$ cat src/rtl/nabp_mapper_pkg.sv
// Shared types and defaults for the multi-channel projection mapper.
package nabp_mapper_pkg;

    typedef enum logic [1:0] {
        IDLE    = 2'd0,
        READY   = 2'd1,
        MAPPING = 2'd2
    } map_state_e;

    localparam int DEF_NUM_CHANNELS = 4;
    localparam int DEF_LINE_SIZE    = 256;
    localparam int DEF_S_WIDTH      = 9;
    localparam int DEF_FRAC_WIDTH   = 8;
    localparam int DEF_ACCU_WIDTH   = 18;

    // Per-cycle commands broadcast from the shared FSM to every lane
    typedef struct packed {
        logic load;
        logic start;
        logic step;
        logic upd;
    } lane_ctrl_t;

    function automatic int range_limit(input int line_size, input int frac_width);
        return line_size << frac_width;
    endfunction

endpackage

$ cat src/rtl/nabp_mapper_lane.sv
// One mapping channel: held seed/step, accumulator, range check and output register.
// NABP_MAPPER_CLAMP_EN selects saturation instead of zeroing for out-of-range addresses.
module nabp_mapper_lane
    import nabp_mapper_pkg::*;
#(
    parameter int LINE_SIZE  = DEF_LINE_SIZE,
    parameter int S_WIDTH    = DEF_S_WIDTH,
    parameter int FRAC_WIDTH = DEF_FRAC_WIDTH,
    parameter int ACCU_WIDTH = DEF_ACCU_WIDTH
) (
    input  logic                  clk,
    input  logic                  reset_n,
    input  lane_ctrl_t            ctrl,
    input  logic [ACCU_WIDTH-1:0] accu_init,
    input  logic [ACCU_WIDTH-1:0] accu_base,
    output logic [S_WIDTH-1:0]    s_val,
    output logic                  s_valid
);

    localparam logic signed [ACCU_WIDTH-1:0] LIMIT =
        ACCU_WIDTH'(range_limit(LINE_SIZE, FRAC_WIDTH));
    localparam logic [S_WIDTH-1:0] S_MAX = S_WIDTH'(LINE_SIZE - 1);

    logic signed [ACCU_WIDTH-1:0] init_q;
    logic signed [ACCU_WIDTH-1:0] base_q;
    logic signed [ACCU_WIDTH-1:0] accu;
    logic                         in_range;
    logic [S_WIDTH-1:0]           s_next;

    always_ff @(posedge clk or negedge reset_n) begin
        if (!reset_n) begin
            init_q <= '0;
            base_q <= '0;
            accu   <= '0;
        end else begin
            if (ctrl.load) begin
                init_q <= accu_init;
                base_q <= accu_base;
            end
            // Wrapping two's-complement add; legal parameter sizing keeps it from wrapping
            if (ctrl.start)
                accu <= init_q;
            else if (ctrl.step)
                accu <= accu + base_q;
        end
    end

    always_comb begin
        in_range = !accu[ACCU_WIDTH-1] && (accu < LIMIT);
        s_next   = '0;
        if (in_range)
            s_next = accu[FRAC_WIDTH +: S_WIDTH];
`ifdef NABP_MAPPER_CLAMP_EN
        else if (!accu[ACCU_WIDTH-1])
            s_next = S_MAX;
`endif
    end

    always_ff @(posedge clk or negedge reset_n) begin
        if (!reset_n) begin
            s_val   <= '0;
            s_valid <= 1'b0;
        end else if (ctrl.upd) begin
            s_val   <= s_next;
            s_valid <= in_range;
        end else begin
            s_valid <= 1'b0;
        end
    end

endmodule

$ cat src/rtl/nabp_multi_mapper.sv
// Shared shifter-handshake FSM driving NUM_CHANNELS mapper lanes in lockstep.
// Build option NABP_MAPPER_CLAMP_EN is handled inside the lanes.
module nabp_multi_mapper
    import nabp_mapper_pkg::*;
#(
    parameter int NUM_CHANNELS = DEF_NUM_CHANNELS,
    parameter int LINE_SIZE    = DEF_LINE_SIZE,
    parameter int S_WIDTH      = DEF_S_WIDTH,
    parameter int FRAC_WIDTH   = DEF_FRAC_WIDTH,
    parameter int ACCU_WIDTH   = DEF_ACCU_WIDTH
) (
    input  logic                               clk,
    input  logic                               reset_n,
    input  logic                               mp_load,
    input  logic [NUM_CHANNELS*ACCU_WIDTH-1:0] mp_accu_init,
    input  logic [NUM_CHANNELS*ACCU_WIDTH-1:0] mp_accu_base,
    input  logic                               sh_kick,
    input  logic                               sh_shift_enable,
    input  logic                               sh_done,
    output logic                               sh_ack,
    output logic                               mp_ready,
    output logic [NUM_CHANNELS*S_WIDTH-1:0]    rm_s_val,
    output logic [NUM_CHANNELS-1:0]            rm_s_valid
);

    map_state_e state;
    logic       accu_vld;
    lane_ctrl_t ctrl;

    // accu_vld marks accumulator contents belonging to a pass; it outlives MAPPING
    // by one cycle so a step taken together with sh_done still reaches the outputs.
    always_ff @(posedge clk or negedge reset_n) begin
        if (!reset_n) begin
            state    <= IDLE;
            sh_ack   <= 1'b0;
            mp_ready <= 1'b0;
            accu_vld <= 1'b0;
        end else begin
            case (state)
                IDLE: begin
                    accu_vld <= 1'b0;
                    if (mp_load) begin
                        state    <= READY;
                        mp_ready <= 1'b1;
                    end
                end
                READY: begin
                    accu_vld <= sh_kick && !mp_load;
                    if (!mp_load && sh_kick) begin
                        state    <= MAPPING;
                        sh_ack   <= 1'b1;
                        mp_ready <= 1'b0;
                    end
                end
                MAPPING: begin
                    accu_vld <= 1'b1;
                    if (sh_done) begin
                        state    <= READY;
                        sh_ack   <= 1'b0;
                        mp_ready <= 1'b1;
                    end
                end
                default: begin
                    state    <= IDLE;
                    sh_ack   <= 1'b0;
                    mp_ready <= 1'b0;
                    accu_vld <= 1'b0;
                end
            endcase
        end
    end

    always_comb begin
        ctrl       = '0;
        ctrl.load  = mp_load && (state != MAPPING);
        ctrl.start = (state == READY) && sh_kick && !mp_load;
        ctrl.step  = (state == MAPPING) && sh_shift_enable;
        ctrl.upd   = accu_vld;
    end

    for (genvar i = 0; i < NUM_CHANNELS; i++) begin : g_lane
        nabp_mapper_lane #(
            .LINE_SIZE (LINE_SIZE),
            .S_WIDTH   (S_WIDTH),
            .FRAC_WIDTH(FRAC_WIDTH),
            .ACCU_WIDTH(ACCU_WIDTH)
        ) u_lane (
            .clk      (clk),
            .reset_n  (reset_n),
            .ctrl     (ctrl),
            .accu_init(mp_accu_init[i*ACCU_WIDTH +: ACCU_WIDTH]),
            .accu_base(mp_accu_base[i*ACCU_WIDTH +: ACCU_WIDTH]),
            .s_val    (rm_s_val[i*S_WIDTH +: S_WIDTH]),
            .s_valid  (rm_s_valid[i])
        );
    end

endmodule
$ cat config.mk
export PLATFORM = sky130hd
export DESIGN_NAME = nabp_multi_mapper
export DESIGN_NICKNAME = d
export VERILOG_FILES = /design/src/rtl/nabp_mapper_pkg.sv /design/src/rtl/nabp_mapper_lane.sv /design/src/rtl/nabp_multi_mapper.sv
export SDC_FILE = /design/constraint.sdc
export NUM_CORES = 1
export LEC_CHECK = 0
export BUFFER_PORTS_ARGS = -buffer_cell sky130_fd_sc_hd__buf_2
export CORE_MARGIN = 2
export CORE_UTILIZATION = 54
export CTS_BUF_LIST = sky130_fd_sc_hd__clkbuf_2
export DETAILED_ROUTE_END_ITERATION = 8
export GPL_TIMING_DRIVEN = 1
export PLACE_DENSITY = 0.79
export SLEW_MARGIN = 40
export SYNTH_ARGS = -nofsm -noshare
export SYNTH_HDL_FRONTEND = slang
export SYNTH_SLANG_ARGS = --single-unit
$ cat constraint.sdc
create_clock -name clk -period 2.45 [get_ports clk]
set_input_delay 0.245 -clock clk [delete_from_list [all_inputs] [get_ports clk]]
set_output_delay 0.245 -clock clk [all_outputs]
set_load 0.05 [all_outputs]
[Yosys cells after proc, flatten, opt, wreduce, memory -nomap -nowiden]
Index checks and enable logic that the tools add are counted.
Storage, ports and cells
  register bits after elaboration: 261
  logic and storage cells: 85
  output and inout bits: 42
  input bits: 150
Cells by class
  multiplexer cells: 28
  add/sub/neg operators: 4
  reduce and logical (&&, ||, !) cells: 18
  order comparisons: 4
  eq/ne operators: 6
  bitwise gates (word level): 1
Operators with widths (number)
  $mux 18: 8
  $add 18x18->18: 4
  $lt 18x18->1 const B: 4
  $mux 9: 4
  $logic_and 1x1->1: 9
  $mux 1: 9
  $ne 2x2->1 const B: 4
  $mux 2: 3
  $pmux 1 s3: 2
  $pmux 2 s3: 1
  $reduce_and 3->1: 2
  $logic_not 1->1: 5
  $eq 2x1->1 const B: 1
  $eq 2x2->1 const B: 1
  $logic_not 2->1: 1
  $pmux 1 s2: 1
  $reduce_bool 2->1: 1
  $not 1->1: 1

[Depth between registers and ports, before layout]
  depth in word-level cells: 4
  gate-level depth with buffers: 10
  gate-level depth less buffers: 9

[Modules after synthesis]
A second synthesis with hierarchy kept.
Second synthesis, totals
  cells, all modules: 1256
  area, all modules: 13583.0 um^2
Modules (own cells, without submodules)
  nabp_mapper_lane (g_lane[1].u_lane ...): sequential area each 1601.5 um^2, area an instance 3289.4 um^2, cells each 304, instances 2
  nabp_mapper_lane (g_lane[3].u_lane): sequential area each 1601.5 um^2, area an instance 3373.2 um^2, cells each 319, instances 1
  nabp_mapper_lane (g_lane[0].u_lane): sequential area each 1601.5 um^2, area an instance 3343.2 um^2, cells each 303, instances 1
  nabp_multi_mapper: sequential area each 100.1 um^2, area an instance 287.8 um^2, cells each 26, instances 1

[Worst setup path after synthesis]
No wires, ideal clock.
  path type: register to register
  start point: reg g_lane[3].u_lane.accu[0]
  end point: reg g_lane[3].u_lane.accu[12]
  stages on the path, launching flop included: 9
  path slack: -0.155 ns
  arrival time: 2.468 ns
  setup time: 0.136 ns
  required time: 2.314 ns
  buffers on the path: 0
  period minus slack after synthesis: 2.605 ns
  path through: dfrtp_1 -> ha_1 -> fa_1 -> a21o_1 -> a2111oi_4 -> o21bai_2 -> a221o_1 -> a2111oi_2 -> a311oi_1
On the way
  longest elaborated chain between the ends: 3
Ends and longest elaborated chain
  from (decl): RTL line nabp_mapper_lane.sv:26  | logic signed [ACCU_WIDTH-1:0] accu;
  from (signal assigned): RTL line nabp_mapper_lane.sv:42  | accu <= init_q;
  from (signal assigned): RTL line nabp_mapper_lane.sv:44  | accu <= accu + base_q;
  $add 18x18->18: RTL line nabp_mapper_lane.sv:44
  $mux 18: RTL line nabp_mapper_lane.sv:43  | else if (ctrl.step)
  $mux 18: RTL line nabp_mapper_lane.sv:41  | if (ctrl.start)
Every way passes these cells. The select of a mux whose other input is x is not followed.
A chain may end at the register's enable or synchronous reset.

[Worst setup path in the final report]
Same ends and word-level chain as after synthesis.

==> impl_metrics.env <==
export IMPL_dr_wl_met3_mm=2.09
export IMPL_status="complete, but fails checks"
export IMPL_met1_length_mm=15.5
export IMPL_insertion_delay_ns=0.85
export IMPL_required_ns=3.14
export IMPL_violations="negative setup slack"
export IMPL_synth_area_per_cell_sq_um=10.4
export IMPL_rsz0062_at_grt="yes"
export IMPL_grt_pass1_wl_mm=61.1
export IMPL_hold_path_class="in2reg"
export IMPL_cts_buffer_depth=3
export IMPL_worstSetupPathType="reg2reg"
export IMPL_ir_drop_v=0.000689
export IMPL_syn_num_nets=1536
export IMPL_path_clk_slew_ns=0.12
export IMPL_hold_depth=3
export IMPL_nets=1944
export IMPL_slew_viol_final=0
export IMPL_grt_overflow=0
export IMPL_gp_congestion=0.904
export IMPL_vias_per_cell=5.65
export IMPL_post_route_util_pct=70.1
export IMPL_wl_mm=38.1
export IMPL_yosysWarnings=0
export IMPL_portBuffers=191
export IMPL_fin_crit_sh_pct=108
export IMPL_first_global_vias=12300
export IMPL_fillers=1788
export IMPL_power_leakage_nw=8.22
export IMPL_crit_arrival_ns=3.33
export IMPL_routed_via_count=11800
export IMPL_crit_fanout=4
export IMPL_antenna_left=0
export IMPL_hold_viol_final=0
export IMPL_synthArstFlopShare_pct=100
export IMPL_layout_setup_ws_ns=-0.194
export IMPL_cts_tree="yes"
export IMPL_dp_final_hpwl_mm=23.2
export IMPL_post_synth_num_cell_types=63
export IMPL_synth_seq_cells=261
export IMPL_synth_area_leaders="dfrtp_1, mux2_2, ha_1"
export IMPL_setup_viol=3
export IMPL_dieWidth_microns=163
export IMPL_syn2layout_area_growth_pct=28.5
export IMPL_synth_seq_area_share_pct=47.8
export IMPL_drive_above_1_share_pct=30.9
export IMPL_htreeDepth=3
export IMPL_wl_met2_mm=19.2
export IMPL_p_per_area_mw_per_mm2=1150
export IMPL_grt_start_max_net_pins=85
export IMPL_netlist_area_sq_mm=0.0137
export IMPL_period_needed_ns=2.64
export IMPL_max_cap_viol_count=0
export IMPL_synth_edf_count=0
export IMPL_grt_antenna_before_repair=1
export IMPL_power_w=0.0201
export IMPL_critPathLaunchType="register"
export IMPL_drc=0
export IMPL_cts_made_buffers=71
export IMPL_gr_usage_all_layers_pct=29.0
export IMPL_first_pass_iters=5
export IMPL_skew_ns=0.0892
export IMPL_synthCells=1310
export IMPL_worstRegToRegCells=8
export IMPL_core_sq_mm=0.0250
export IMPL_tightestPinTransition_ns=0.619
export IMPL_wire_per_inst_microns=18.2
export IMPL_root_buffer="clkbuf_2"
export IMPL_max_clock_freq_mhz=378
export IMPL_yosysTopAreaCell="dfrtp_1"
export IMPL_ys_flop_type="dfrtp_1"
export IMPL_top_layer="met4"
export IMPL_yosysTopAreaCellShare_pct=47.8
export IMPL_initial_core_util_pct=54.6
export IMPL_drt_initial_drc_count=689
export IMPL_die_h_microns=163
export IMPL_cts_sinks=261
export IMPL_dieArea_sq_mm=0.0266
export IMPL_end_kind="register"
export IMPL_num_rows=58
export IMPL_pin_count=192
export IMPL_slew_limit_headroom_pct=58.7
[metrics by stage]
step / cell area [sq um] / hold slack, ns / instances / setup slack (ns) / setup TNS [ns]
finish: 17600 / 0.165 / 2093 / -0.194 / -0.362
global route: 17600 / 0.0987 / 2093 / -0.245 / -0.726
CTS: 17400 / 0.0949 / 2086 / -0.173 / -0.329
detailed placement: 15200 / 0.246 / 1817 / -0.130 / -0.229
global placement: 15200 / 0.257 / 1817 / -0.0808 / -0.147
floorplan: 13700 / -0.0506 / 1310 / 0.0343 / 0
[cell usage after synthesis (all sizes together) (6+ instances only)]
cell type	count
and2	6
xnor2	27
mux2i	11
o21a	8
inv	47
nor3	17
mux2	146
ha	72
nor2	77
nand2b	8
and3	29
nand3	30
buf	16
o31ai	6
nor2b	7
a21o	25
dfrtp	261
o21bai	6
nand2	127
a211oi	15
o21ai	103
a31oi	27
xor2	16
a21oi	103
clkbuf	46
o211ai	10
[logic make-up after synthesis]
group,share of synthesized area (%)
AND/OR/NAND/NOR,10.8
flip-flops,47.8
AO/OA/AOI/OAI,15.4
adder cells (fa/ha/maj),7.18
buffers and inverters,3.28
XOR/XNOR,2.76
multiplexers,12.8
[routing by layer]
metal | GRT usage [%] | up-vias
li1 | - | 5556
met1 | 34.9 | 5784
met2 | 50.3 | 374
met3 | 6.25 | 119
met4 | 12.4 | 0
met5 | 0 | -
[cell usage in the layout, fill, tap and decap left out, types with 11 or more instances in the layout]
| cell | netlist | final |
|---|---|---|
| inv_1 | 47 | 47 |
| mux2i_1 | 11 | 11 |
| a21oi_1 | 103 | 97 |
| o21ai_0 | 89 | 87 |
| o21ai_1 | 14 | 16 |
| ha_1 | 72 | 63 |
| a31oi_1 | 27 | 26 |
| buf_2 | 7 | 190 |
| nor3_1 | 17 | 17 |
| dlygate4sd3_1 | 0 | 151 |
| a211oi_1 | 15 | 11 |
| buf_4 | 6 | 50 |
| nand3_1 | 30 | 29 |
| nor2_1 | 77 | 75 |
| a21o_1 | 25 | 25 |
| xnor2_1 | 27 | 27 |
| clkinv_1 | 0 | 12 |
| mux2_2 | 146 | 146 |
| xor2_1 | 16 | 16 |
| clkbuf_2 | 0 | 100 |
| dfrtp_1 | 261 | 261 |
| and3_1 | 29 | 27 |
| nand2_1 | 127 | 126 |
[final timing paths]
path	slack, ns	to	from
worst max-delay path	-0.19	g_lane[3].u_lane.accu[12]	g_lane[3].u_lane.accu[0]
worst min-delay path	0.16	g_lane[1].u_lane.init_q[3]	mp_accu_init[21]
worst max register to register	-0.19	g_lane[3].u_lane.accu[12]	g_lane[3].u_lane.accu[0]
worst min register to register	0.43	g_lane[0].u_lane.accu[6]	g_lane[0].u_lane.init_q[6]
max in group asynchronous	1.43	g_lane[3].u_lane.init_q[15]	reset_n
min in group asynchronous	0.58	g_lane[1].u_lane.accu[4]	reset_n
[repair_timing]
item,CTS,global route
gates cloned,0,0
setup endpoints to repair,5,20
pin swaps,1,11
setup buffers,0,6
hold buffers,152,0
hold endpoints to repair,419,0
gates resized for setup,3,33
[where the power goes]
group | internal [W] | switching (W)
sequential | 0.00564 | 0.000974
combinational | 0.00455 | 0.00583
clock | 0.00129 | 0.00186
total | 0.0115 | 0.00866
[critical path, cell delays in order (launching register included)]
cell	delay (ns)
dfrtp_1	0.41
ha_2	0.20
fa_2	0.34
a21o_1	0.21
a2111oi_4	0.36
o21bai_2	0.11
a221o_1	0.38
a2111oi_2	0.40
a311oi_1	0.08
[layout make-up]
type                            count  area [sq um]  area share [%]
Antenna cell                        1          2.50          0.0143
Clock buffer                      100           500            2.85
Clock inverter                     17           119           0.677
Inverter                           47           176            1.00
Multi-Input combinational cell    940          6860            39.0
Sequential cell                   261          6530            37.2
Tap cell                          330           413            2.35
Timing Repair Buffer              397          2960            16.9
[flip-flops by register name (all words and copies together) (netlist names), 2 cells and up]
| signal | count |
|---|---|
| g_lane.u_lane.accu | 72 |
| g_lane.u_lane.base_q | 72 |
| g_lane.u_lane.init_q | 72 |
| g_lane.u_lane.s_val | 36 |
| g_lane.u_lane.s_valid | 4 |
| state | 2 |
Power figures use the tool's default switching activity.
